**src/rtl/text_console_pkg.sv**
```systemverilog
// Shared constants, control codes and FSM state type for the text console writer.
package text_console_pkg;
  localparam int unsigned COLS   = 64;
  localparam int unsigned ROWS   = 24;
  localparam int unsigned ADDR_W = 11;
  localparam logic [7:0]  BLANK  = 8'h00;

  localparam logic [7:0] CC_NL = 8'h0A;
  localparam logic [7:0] CC_CR = 8'h0D;
  localparam logic [7:0] CC_BS = 8'h08;
  localparam logic [7:0] CC_FF = 8'h0C;

  localparam logic [ADDR_W-1:0] LAST_ADDR   = 11'd1535;
  localparam logic [ADDR_W-1:0] SCROLL_LAST = 11'd1471;
  localparam logic [ADDR_W-1:0] FILL_BASE   = 11'd1472;
  localparam logic [ADDR_W-1:0] ROW_STRIDE  = 11'd64;

  localparam logic [5:0] LAST_COL = 6'd63;
  localparam logic [4:0] LAST_ROW = 5'd23;

  typedef enum logic [2:0] {
    IDLE,
    PUT,
    SCROLL_RD,
    SCROLL_WR,
    FILL_ROW,
    CLEAR
  } state_e;
endpackage

```
**src/rtl/console_mem_sequencer.sv**
```systemverilog
// Address counter and RAM access sequencing for row-copy scroll and blank fills.
module console_mem_sequencer
  import text_console_pkg::*;
(
  input  logic              clk,
  input  logic              reset,
  input  state_e            state,
  input  logic [7:0]        rdata,
  output logic [ADDR_W-1:0] seq_addr,
  output logic [7:0]        seq_wdata,
  output logic              seq_wren,
  output logic              copy_done,
  output logic              fill_done
);
  logic [ADDR_W-1:0] cnt_q, cnt_d;

  always_comb begin
    cnt_d     = cnt_q;
    seq_addr  = cnt_q;
    seq_wdata = BLANK;
    seq_wren  = 1'b0;
    copy_done = (cnt_q == SCROLL_LAST);
    fill_done = (cnt_q == LAST_ADDR);
    case (state)
      SCROLL_RD: seq_addr = cnt_q + ROW_STRIDE;
      SCROLL_WR: begin
        seq_wdata = rdata;
        seq_wren  = 1'b1;
        // Copy finishes on the last row-22 cell; the counter carries straight into the bottom-row fill.
        cnt_d     = copy_done ? FILL_BASE : cnt_q + 11'd1;
      end
      FILL_ROW, CLEAR: begin
        seq_wren = 1'b1;
        cnt_d    = fill_done ? '0 : cnt_q + 11'd1;
      end
      default: cnt_d = '0;
    endcase
  end

  always_ff @(posedge clk) begin
    if (reset) cnt_q <= '0;
    else       cnt_q <= cnt_d;
  end
endmodule

```
**src/rtl/text_console_writer.sv**
```systemverilog
// Character/control-code stream to 64x24 text RAM writer with cursor, wrap, scroll and clear.
module text_console_writer
  import text_console_pkg::*;
(
  input  logic              CLOCK_50,
  input  logic              reset,
  input  logic              char_valid,
  input  logic [7:0]        char_data,
  output logic              char_ready,
  output logic [ADDR_W-1:0] mem_addr,
  output logic [7:0]        mem_wdata,
  output logic              mem_wren,
  input  logic [7:0]        mem_rdata,
  output logic [5:0]        cursor_col,
  output logic [4:0]        cursor_row,
  output logic              busy
);
  state_e     state_q, state_d;
  logic [5:0] col_q, col_d;
  logic [4:0] row_q, row_d;
  logic [7:0] char_q, char_d;
  logic       adv_q, adv_d;
  logic       xfer;

  logic [ADDR_W-1:0] seq_addr;
  logic [7:0]        seq_wdata;
  logic              seq_wren, copy_done, fill_done, wren_raw;

  console_mem_sequencer u_seq (
    .clk       (CLOCK_50),
    .reset     (reset),
    .state     (state_q),
    .rdata     (mem_rdata),
    .seq_addr  (seq_addr),
    .seq_wdata (seq_wdata),
    .seq_wren  (seq_wren),
    .copy_done (copy_done),
    .fill_done (fill_done)
  );

  assign char_ready = (state_q == IDLE) && !reset;
  assign xfer       = char_valid && char_ready;
  assign busy       = reset || (state_q != IDLE);
  assign cursor_col = col_q;
  assign cursor_row = row_q;

  always_comb begin
    state_d = state_q;
    col_d   = col_q;
    row_d   = row_q;
    char_d  = char_q;
    adv_d   = adv_q;
    case (state_q)
      IDLE: if (xfer) begin
        case (char_data)
          CC_NL: begin
            col_d = '0;
            if (row_q == LAST_ROW) state_d = SCROLL_RD;
            else                   row_d   = row_q + 5'd1;
          end
          CC_CR: col_d = '0;
          CC_BS: if (col_q != '0) begin
            col_d   = col_q - 6'd1;
            char_d  = BLANK;
            adv_d   = 1'b0;
            state_d = PUT;
          end
          CC_FF: begin
            col_d   = '0;
            row_d   = '0;
            state_d = CLEAR;
          end
          default: begin
            char_d  = char_data;
            adv_d   = 1'b1;
            state_d = PUT;
          end
        endcase
      end
      PUT: begin
        state_d = IDLE;
        // Backspace reuses PUT to blank the cell but must leave the cursor in place.
        if (adv_q) begin
          if (col_q != LAST_COL) begin
            col_d = col_q + 6'd1;
          end else begin
            col_d = '0;
            if (row_q != LAST_ROW) row_d   = row_q + 5'd1;
            else                   state_d = SCROLL_RD;
          end
        end
      end
      SCROLL_RD: state_d = SCROLL_WR;
      SCROLL_WR: state_d = copy_done ? FILL_ROW : SCROLL_RD;
      FILL_ROW, CLEAR: if (fill_done) state_d = IDLE;
      default: state_d = CLEAR;
    endcase
  end

  always_comb begin
    mem_addr  = seq_addr;
    mem_wdata = seq_wdata;
    wren_raw  = seq_wren;
    if (state_q == PUT) begin
      mem_addr  = {row_q, col_q};
      mem_wdata = char_q;
      wren_raw  = 1'b1;
    end
    mem_wren = wren_raw && !reset;
  end

  always_ff @(posedge CLOCK_50) begin
    if (reset) begin
      state_q <= CLEAR;
      col_q   <= '0;
      row_q   <= '0;
      char_q  <= BLANK;
      adv_q   <= 1'b0;
    end else begin
      state_q <= state_d;
      col_q   <= col_d;
      row_q   <= row_d;
      char_q  <= char_d;
      adv_q   <= adv_d;
    end
  end
endmodule

```
**config.mk**
```make
export PLATFORM = sky130hd
export DESIGN_NAME = text_console_writer
export DESIGN_NICKNAME = d
export VERILOG_FILES = /design/src/rtl/text_console_pkg.sv /design/src/rtl/console_mem_sequencer.sv /design/src/rtl/text_console_writer.sv
export SDC_FILE = /design/constraint.sdc
export NUM_CORES = 1
export LEC_CHECK = 0
export ABC_AREA = 1
export CORE_ASPECT_RATIO = 2
export CORE_UTILIZATION = 47
export DETAILED_ROUTE_END_ITERATION = 6
export MAX_ROUTING_LAYER = met4
export PLACE_DENSITY = 0.77
export SLEW_MARGIN = 20
export SYNTH_ARGS = -nofsm -noshare
export SYNTH_HDL_FRONTEND = slang
export SYNTH_SLANG_ARGS = --single-unit
```
**constraint.sdc**
```tcl
create_clock -name CLOCK_50 -period 1.6 [get_ports CLOCK_50]
set_input_delay 0.48 -clock CLOCK_50 [delete_from_list [all_inputs] [get_ports CLOCK_50]]
set_output_delay 0.48 -clock CLOCK_50 [all_outputs]
set_load 0.01 [all_outputs]
```
==> results by group <==
Outcome
  – Outcome: complete, but fails checks
  – Failing checks: negative setup slack

STA
  – Setup TNS: -16.62 ns
  – Period minus WS final: 2.206 ns
  – Final setup vio count: 54
  – Final worst slack: -0.6057 ns
  – Max Fclk: 453.4 MHz
  – Hold slack: 0.4928 ns
  – Slew @ Worst Pin: 0.3935 ns
  – Max-slew violations: 0
  – Fin. Hold Viols: 0
  – RSZ-0062 raised after global routing: true
  – Tcrit/Tclk final: 137.9%
  – Clock skew: 0.01255 ns
  – Slew headroom: 73.77%

Clock tree
  – Worst-skew pair later-pin latency: 0.31 ns
  – Post-CTS Hold Buffers: 0
  – CTS root buf: clkbuf_8
  – Bufs on Longest Clock Path: 2
  – CTS tree: done
  – Clk sink count: 34
  – Clock-pin transition on the worst setup and hold timing paths: 0.07 ns
  – H-tree Lvls: 2
  – Total CTS buffers: 5

Setup path
  – Most used cell, CP: buf_6
  – CP max-delay cell: dfxtp_2
  – WS Path Type: reg2out
  – Slowest stage delay, CP: 0.36 ns
  – CP Cell Sequence: buf_4, nor3_4, buf_6, buf_6, buf_6, nand2_1, o21ai_1, buf_2
  – Delay-heaviest family, CP: buffers and inverters
  – Crit. End Element: output pin
  – WP data arrival: 1.73 ns
  – Worst endpoint required time: 1.12 ns
  – Peak fanout along the critical path: 3
  – Worst path bufs/invs: 5
  – Startpoint types: flip-flop

Yosys
  – Area share of the largest cell type after synthesis: 27.11%
  – Netlist cell types: 31
  – Number of synthesized register bits: 34
  – Post-synth net total: 436
  – Top cells by area, synth: dfxtp_1 (27%), nand2_1 (17%), nor2_1 (7.8%), nand3_1 (6.4%), inv_1 (6.0%)
  – Synthesized cell area: 2511 um2
  – Mean post-synth cell area: 6.125 um2
  – Biggest area consumer among synthesized cells: dfxtp_1
  – Syn Inst Count: 410
  – Number of synthesis warnings: 0
  – Seq/Total Area, Yosys: 27.11%

Power and ir drop
  – Pint: 1.294 mW
  – Clk pwr share: 40.0%
  – Leakage: 2.149 nW
  – Gate power share: 12.3%
  – Reg power frac: 47.8%
  – Switching share of power: 27.77%
  – Pwr dens: 376.1 nW/um2
  – Sw Pwr: 0.4976 mW
  – VDD IR max: 624.5 uV

Hold path
  – Worst Hold Class: reg2reg

Layout
  – Reg area: 711.9 um2
  – Final cell count without fillers: 635
  – Most frequent cells in the layout: buf_4 (85), nand2_1 (73), inv_1 (34), nor2_1 (34)
  – Nets: 602
  – Area of the multi-input gates: 2218 um2
  – P&R area growth vs syn: 89.74%
  – Fraction of layout cells with a size suffix above 1: 51.82%
  – Commonest non-fill, non-tap cell in the layout: buf_4
  – Cell area after layout: 4765 um2
  – Antenna diode count: 0
  – Filler cells: 171

Routing
  – DR vias: 4037
  – Total Wirelength: 14.54 mm
  – Post-DR wirelength/cell: 22.89 um
  – Antenna-violating nets left: 0
  – Residual DRC: 0
  – Pre-antenna DRT Iters: 6
  – Vias per cell: 6.357
  – Initial drt markers: 392

Floorplanning
  – Die Area: 5657 um2
  – Die height: 105.4 um
  – Core Area: 5139 um2
  – Initial core utilization: 48.87%
  – FP Rows: 37
  – Chip Width: 53.69 um
  – # IOs: 52

Place
  – GP Congestion: 0.9431
  – Area after DPL: 3684 um2
  – Post-Place Cells: 588
  – # port buffers: 51
  – Hpwl dp: 6.128 mm
  – Post-Place Worst Slack: -0.5852 ns

GRT
  – Largest net degree at the start of global routing: 22
  – GRT Util Overall: 40.79%
  – First-pass GRT wire length: 16.63 mm
  – GRT overflow: 0
  – Vias in the first global route: 3642
  – Antenna violations before repair: 0

Job
  – Max cap viols: 0
-- synth_stat cells (all sizes together) --
master  count
o21ai      30
xnor2       3
nor2       58
nand4      19
dfxtp      34
ha          7
o211ai      2
o31ai       1
nand2     120
clkbuf      6
or2         1
nor3        2
a21oi      23
inv        47
nand3b      3
xor2       12
buf         7
nand3      33
a22o        1
o21bai      1
-- power groups by stage --
stage,clock network (mW),logic [mW],registers [mW]
global placement,0,0.164,0.876
floorplan,0,0.0572,0.878
CTS,0.679,0.160,0.855
global route,0.733,0.229,0.856
finish,0.716,0.220,0.856
detailed placement,0,0.166,0.877
-- path summary, 6_finish.rpt --
kind                  from       endpoint  slack [ns]  cells after the start
max             state_q[2]   mem_wdata[1]       -0.61                      8
min              char_q[2]      char_q[2]        0.49                      2
max reg2reg  cursor_col[0]  cursor_row[2]       -0.50                      9
min reg2reg      char_q[2]      char_q[2]        0.49                      2
-- cells by family after synthesis --
logic type	count (synthesis)	synth area share, %
AOI/OAI and AO/OA	58	12.41
xor gates and xnor gates	15	5.232
adders and majority gates	7	3.488
buffers and inverters	60	9.766
DFF	34	27.11
and+or+nand+nor	236	42.00
-- flip-flops by register name (all words and copies together) (netlist names) --
name	cells
adv_q	1
char_q	8
cursor_col	6
cursor_row	5
state_q	3
u_seq.cnt_q	11
-- per-stage QoR --
step                util [%]  total power [mW]
floorplan                  -            0.9347
global placement       71.68             1.040
detailed placement     71.68             1.043
CTS                    81.01             1.695
global route           92.72             1.818
finish                 92.72             1.792
-- repair_timing --
item	in CTS	in global routing
cloned	5	0
gates resized for setup	204	152
buffers inserted	22	23
pin swaps	29	47
endpoints found under the setup margin	61	57
-- metal layers --
layer / vias up / track usage, % / share of wire, %
met5: - / - / 0
met4: 0 / 33.27 / 9.8
met3: 171 / 9.957 / 10
met2: 369 / 67.99 / 49
met1: 1831 / 35.93 / 31
li1: 1666 / - / -
-- tightest hold or removal path, stage by stage, from the launching register on --
cell and delay (ns):
dfxtp_1 0.30, inv_1 0.09, a21oi_2 0.06
-- cell type report --
class                   count  share of cell area [%]
multi-input cells         318                   46.56
repair buffers            170                   30.72
flip-flops and latches     34                   14.94
inverters                  47                   4.333
clock buffers               7                   1.812
well taps                  58                   1.523
clock inverters             1                  0.1050
No activity file was read; power rests on OpenSTA's default activity.
==> variant 1, RTL diff (same flow settings) <==
Reset style: asynchronous (`reset`), changed in 2 clocked blocks.
--- a/src/rtl/console_mem_sequencer.sv
+++ b/src/rtl/console_mem_sequencer.sv
@@ -39,3 +39,3 @@
 
-  always_ff @(posedge clk) begin
+  always_ff @(posedge clk or posedge reset) begin
     if (reset) cnt_q <= '0;
--- a/src/rtl/text_console_writer.sv
+++ b/src/rtl/text_console_writer.sv
@@ -111,3 +111,3 @@
 
-  always_ff @(posedge CLOCK_50) begin
+  always_ff @(posedge CLOCK_50 or posedge reset) begin
     if (reset) begin
Behaviour: differs if reset is asserted again (counterexample within 4 cycles, from zero or initial values and one cycle with reset high); with reset held inactive, the same outputs for 10 cycles.
==> variant 1 against the original RTL <==
The run still ends with negative setup slack left. Sequential cell count is the same. Area after synthesis is 6.5% higher. Routed wire length is 7.0% lower. Cell area is 0.66% higher. Sequential share of layout area rose by 2.9 points. Count of clock-buffer cells in the layout unchanged. Worst setup slack got worse by 0.049 ns. Via count shrank 5.0%. Critical endpoint is now mem_addr[6].
Power is left out: it rests on default switching activity, and per cell area and clock period it moved more than threefold.
==> variant 1: results (changes against the original RTL) <==
Clock tree
  • Clock slew seen by the registers of the worst setup and hold paths: 0.07 ns (about the same)
  • Worst-case clock buffer depth: 2 (unchanged)
  • Source-to-sink clock delay at the later pin of the worst-skew pair: 0.32 ns

Timing
  • Slack of the critical path: -0.654 ns (-0.0487 ns)
  • Setup TNS Final: -19.37 ns (-2.76 ns)
  • Least-Margin Pin Slew: 0.479 ns (+0.0851 ns)
  • # setup viols final: 55 (+1.9%)
  • Hold_ws: 0.501 ns (+0.00829 ns)
  • Setup clock skew after layout: 0.00822 ns (-0.00433 ns)

Finish
  • Fill cells: 262 (+53%)
  • Register ranked first by flip-flop count: u_seq.cnt_q
  • Total Nets Final: 595 (-1.2%)
  • Proportion of layout cells with a drive suffix above 1: 51.1% (-0.77 points)
  • Post-layout instance area: 4800 µm² (+0.66%)
  • Number of flip-flops in the largest register: 11 (unchanged)

Drt
  • Total detailed-routing wirelength: 13500 µm (-7.0%)
  • Initial DRT Pass Iterations: 5 (-1)
  • Mean routed wirelength per cell: 21.5 µm (-6.2%)
  • Iteration-0 DRC count of the detailed router: 246 (-37%)
  • Via total after detailed routing: 3836 (-5.0%)
  • Post-DRT Antenna Nets: 0 (unchanged)

Outcome
  • Run status: complete, but fails checks
  • Violations in the final reports: negative setup slack

Setup path
  • Slowest library cell on the worst path: dfstp_2
  • Logic depth of the worst register-to-register path: 10 (+1)
  • Slack of the worst reg-to-reg path: -0.39 ns (+0.11 ns)
  • Reg-to-Reg Start: state_q[2]$_DFFE_PP1P_
  • Biggest fanout along the worst timing path: 4 (+1)
  • Critical Path End: mem_addr[6]
  • Delay contributed by the slowest stage of the critical path: 0.60 ns (+0.24 ns)
  • Critical register-to-register path endpoint: cursor_row[0]$_DFFE_PP0P_

Place
  • Cell area after placement: 3910 µm² (+6.0%)
  • Detailed placement HPWL: 6120 µm (about the same)
  • Final RePlAce weighted congestion: 0.937 (-0.68%)
  • Number of buffers inserted by port buffering: 51 (unchanged)
  • Number of instances in the placed design: 584 (-0.68%)

Yosys
  • Post-synthesis compound-gate area fraction: 12.3% (-0.10 points)
  • Synth Net Count: 427 (-2.1%)
  • Most instantiated flip-flop cell in the synthesis netlist: dfrtp_1
  • Synth top area cells: dfrtp_1 (30%), nand2_1 (18%), nand3_1 (5.8%)
  • Adder-Cell Fraction of Synth Area: 3.28% (-0.21 points)
  • Xor and xnor fraction of the mapped netlist area: 4.59% (-0.65 points)
  • Cell count after synthesis: 401 (-2.2%)
  • Count of warnings emitted by yosys: 0 (unchanged)
  • Async set-reset flop share out of synthesis: 100% (+100 points)
  • Commonest cells in the synthesized netlist: nand2_1 (130), nor2_1 (39), inv_1 (38)
  • Sequential cell area fraction in the yosys report: 31.9% (+4.8 points)

GRT
  • Maximum number of pins on one net before global-route repair: 35 (+59%)
  • Wire length of the first global-routing pass: 15300 µm (-8.2%)
  • Total Routing Usage GR: 33.5% (-7.3 points)
  • Via count of the first global-routing pass: 3375 (-7.3%)

Worst hold path
  • HP Start: char_q[1]$_DFFE_PP0P_
==> variant 1: cell count changes in the layout (fill, tap and decap cells not counted), sizes merged, moves of 12 or more <==
cell	delta
nand4	-12
nand2	+18
dfrtp	+32
a21oi	-12
dfxtp	-34
dlygate4sd2	-16
==> variant 1: cells by family after synthesis <==
group / count (synthesis)
DFF: 34
buffers and inverters: 61
AOI/OAI and AO/OA: 53
adders and majority gates: 7
xor gates and xnor gates: 14
and+or+nand+nor: 232
==> variant 1: worst min path at each step <==
stage                                        to  depth (start not counted)
after floorplan               adv_q$_DFFE_PP0P_                          1
after global placement    char_q[2]$_DFFE_PP0P_                          2
after detailed placement  char_q[2]$_DFFE_PP0P_                          2
after CTS                 char_q[2]$_DFFE_PP0P_                          2
after global routing      char_q[2]$_DFFE_PP0P_                          2
final                     char_q[1]$_DFFE_PP0P_                          2
==> variant 1: routing by layer <==
metal  routed length (µm)  track usage, %  vias to the layer above
met4                 1340            22.1                        0
met2                 6890            61.6                      296
met3                 1000            5.34                      137
li1                     -               -                     1606
met1                 4290            31.6                     1797
met5                    0               -                        -
==> variant 1: timing repair <==
item / in CTS / in global routing
cloned: 2 / 1
setup endpoints to repair: 64 / 58
gates resized for setup: 155 / 125
setup buffers: 13 / 27
pin swaps: 14 / 55
==> variant 1: final cells by class <==
class                      instances  share of cell area (%)
tap                               60                    1.57
sequential                        34                    17.9
multi-input combinational        307                    43.1
clock inverter                     1                   0.104
clock buffer                       7                    1.80
timing repair buffer             168                    30.8
inverter                          53                    4.75
==> variant 1: critical path: cells and delay by family, from the launching register on <==
| kind | cells | cell delay (ns) |
|---|---|---|
| buffers and inverters | 5 | 0.53 |
| DFF | 1 | 0.60 |
| and+or+nand+nor | 5 | 0.34 |
==> variant 2, RTL diff (config.mk and constraints unchanged) <==
Made on the original files. The 6 states of `state_e` get a one-hot encoding in 6 bits.
--- a/src/rtl/text_console_pkg.sv
+++ b/src/rtl/text_console_pkg.sv
@@ -20,9 +20,9 @@
 
-  typedef enum logic [2:0] {
-    IDLE,
-    PUT,
-    SCROLL_RD,
-    SCROLL_WR,
-    FILL_ROW,
-    CLEAR
+  typedef enum logic [5:0] {
+    IDLE      = 6'b000001,
+    PUT       = 6'b000010,
+    SCROLL_RD = 6'b000100,
+    SCROLL_WR = 6'b001000,
+    FILL_ROW  = 6'b010000,
+    CLEAR     = 6'b100000
   } state_e;
Behaviour: same outputs for any inputs over 10 cycles, from zero or initial values and one cycle with reset high; not proved beyond that.
==> variant 2 against the original RTL <==
Global-route usage is 0.85 points lower. Hold slack got worse by 0.0082 ns. Highest routed layer unchanged. Critical path depth rose by 1. Cell area hardly changed. Worst setup slack got worse by 0.056 ns. Area after synthesis grew 7.3%. The run still ends with negative setup slack left. Routed wire length is 4.9% lower. Sequential cell count up 3. Utilization is 5.6 points lower. Clock skew shrank 0.0070 ns.
Power is not compared: it rests on default switching activity, and its combinational part moved more than twofold at a synthesized area within 25%.
==> variant 2: results (changes against the original RTL) <==
Outcome
  • Run status: complete, but fails checks
  • Violations in the final reports: negative setup slack

Yosys
  • Synth top area cells: dfxtp_1 (27%), nand2_1 (15%), nor2_1 (10%)
  • Count of different cell masters after synthesis: 32 (+3.2%)
  • Most instantiated flip-flop cell in the synthesis netlist: dfxtp_1
  • Sequential cell area fraction in the yosys report: 27.5% (+0.39 points)
  • Commonest cells in the synthesized netlist: nand2_1 (105), nor2_1 (72), inv_1 (47)
  • Synth Net Count: 456 (+4.6%)
  • Cell count after synthesis: 430 (+4.9%)

Timing
  • Setup clock skew after layout: 0.00556 ns (-0.00699 ns)
  • Setup TNS Final: -23.16 ns (-6.54 ns)
  • Worst rel slew slack: 80.5% (+6.8 points)
  • Slack of the critical path: -0.662 ns (-0.0561 ns)
  • # setup viols final: 59 (+9.3%)
  • Hold_ws: 0.485 ns (-0.00818 ns)

GRT
  • Via count of the first global-routing pass: 3877 (+6.5%)
  • Total Routing Usage GR: 39.9% (-0.85 points)
  • Maximum number of pins on one net before global-route repair: 20 (-9.1%)
  • Wire length of the first global-routing pass: 18100 µm (+8.6%)

Setup path
  • Logic depth of the worst register-to-register path: 13 (+4)
  • Slowest library cell on the worst path: dfxtp_4
  • Cell family with most CP delay: simple AND/OR/NAND/NOR gates
  • Critical register-to-register path endpoint: cursor_row[0]$_SDFFE_PP0P_
  • Arrival time worst endpoint: 1.78 ns (+0.05 ns)
  • Reg-to-Reg Start: state_q[3]$_SDFFE_PP0P_

Drt
  • Via total after detailed routing: 4086 (+1.2%)
  • Initial DRT Pass Iterations: 5 (-1)
  • Total detailed-routing wirelength: 13800 µm (-4.9%)
  • Iteration-0 DRC count of the detailed router: 505 (+29%)

Finish
  • Fill cells: 268 (+57%)
  • Cell Count, Final, Fillers Out: 657 (+3.5%)
  • Total Nets Final: 622 (+3.3%)
  • Proportion of layout cells with a drive suffix above 1: 47.6% (-4.2 points)

Place
  • Worst slack at placement: -0.642 ns (-0.0570 ns)
  • Detailed placement HPWL: 6670 µm (+8.8%)
  • Cell area after placement: 3880 µm² (+5.4%)
  • Number of instances in the placed design: 612 (+4.1%)
  • Final RePlAce weighted congestion: 0.908 (-3.8%)

Flow run
  • Max-cap violation count: 0 (unchanged)

Worst hold path
  • Worst hold endpoint: char_q[3]$_SDFFE_PP0P_
  • HP Start: char_q[3]$_SDFFE_PP0P_
[variant 2: changes by cell type in the layout (fill, tap and decap cells not counted), moves of 6 or more]
cell	delta
o21ai_0	+6
nand3_4	+8
nand2_4	-8
nand4_1	-13
nor2_4	+7
a21oi_2	-6
a22o_1	+7
nor2_1	+19
dfxtp_1	+8
[variant 2: final cells by class]
cell class                 instances  share of cell area [%]
clock buffer                       7                    2.02
multi-input combinational        333                    45.9
clock inverter                     1                   0.105
sequential                        37                    16.0
tap                               60                    1.58
timing repair inverter             1                   0.184
timing repair buffer             168                    30.1
inverter                          50                    4.05
[variant 2: worst max path at each step]
stage	from	end	slack [ns]
after detailed placement	state_q[3]$_SDFFE_PP0P_	mem_wdata[5]	-0.64
final	state_q[3]$_SDFFE_PP0P_	mem_addr[9]	-0.66
after floorplan	state_q[5]$_SDFFE_PP1P_	mem_addr[10]	-0.1
after global routing	state_q[3]$_SDFFE_PP0P_	mem_addr[9]	-0.78
after global placement	state_q[0]$_SDFFE_PP0P_	mem_addr[9]	-0.61
after CTS	state_q[2]$_SDFFE_PP0P_	mem_addr[7]	-0.52
[variant 2: routing by layer]
| metal | vias to the layer above | routed length (µm) | GRT usage [%] |
|---|---|---|---|
| met5 | - | 0 | - |
| met4 | 0 | 1430 | 36.1 |
| met3 | 161 | 1140 | 6.29 |
| met2 | 360 | 6870 | 72.9 |
| met1 | 1852 | 4390 | 34.3 |
| li1 | 1713 | - | - |
[variant 2: cells by family (layout without fill, tap and decap cells)]
group / after synthesis / after routing / share of synthesized area [%]
flops: 37 / 37 / 27.5
fa+ha+maj: 7 / 7 / 3.25
compound gates: 69 / 69 / 14.4
simple gates: 241 / 243 / 40.8
xor+xnor: 14 / 14 / 4.55
buf+inv: 62 / 227 / 9.47
[variant 2: worst register-to-register path: stages, from the launching register on]
cell and delay, ns:
dfxtp_4 0.36, buf_6 0.12, nor2_4 0.10, buf_6 0.13, nand3_4 0.16, buf_16 0.20
buf_8 0.12, nand2_8 0.06, buf_6 0.10, nand3_4 0.12, nor2_4 0.21, nand2_1 0.10
nand2_1 0.09, nor2_1 0.05
[variant 2: power breakdown]
part	total (µW)	leakage, µW	switching, µW	internal [µW]
sequential	1130	0.000304	104	1030
clock	789	0.0000542	398	391
combinational	2310	0.00185	1290	1020
total	4230	0.00221	1790	2440
[variant 2: what timing repair did]
item / CTS / global route
pin swaps: 34 / 42
setup buffers: 20 / 16
gates cloned: 5 / 0
resized for setup: 218 / 67
setup endpoints to repair: 69 / 59
hold buffers: 0 / 0
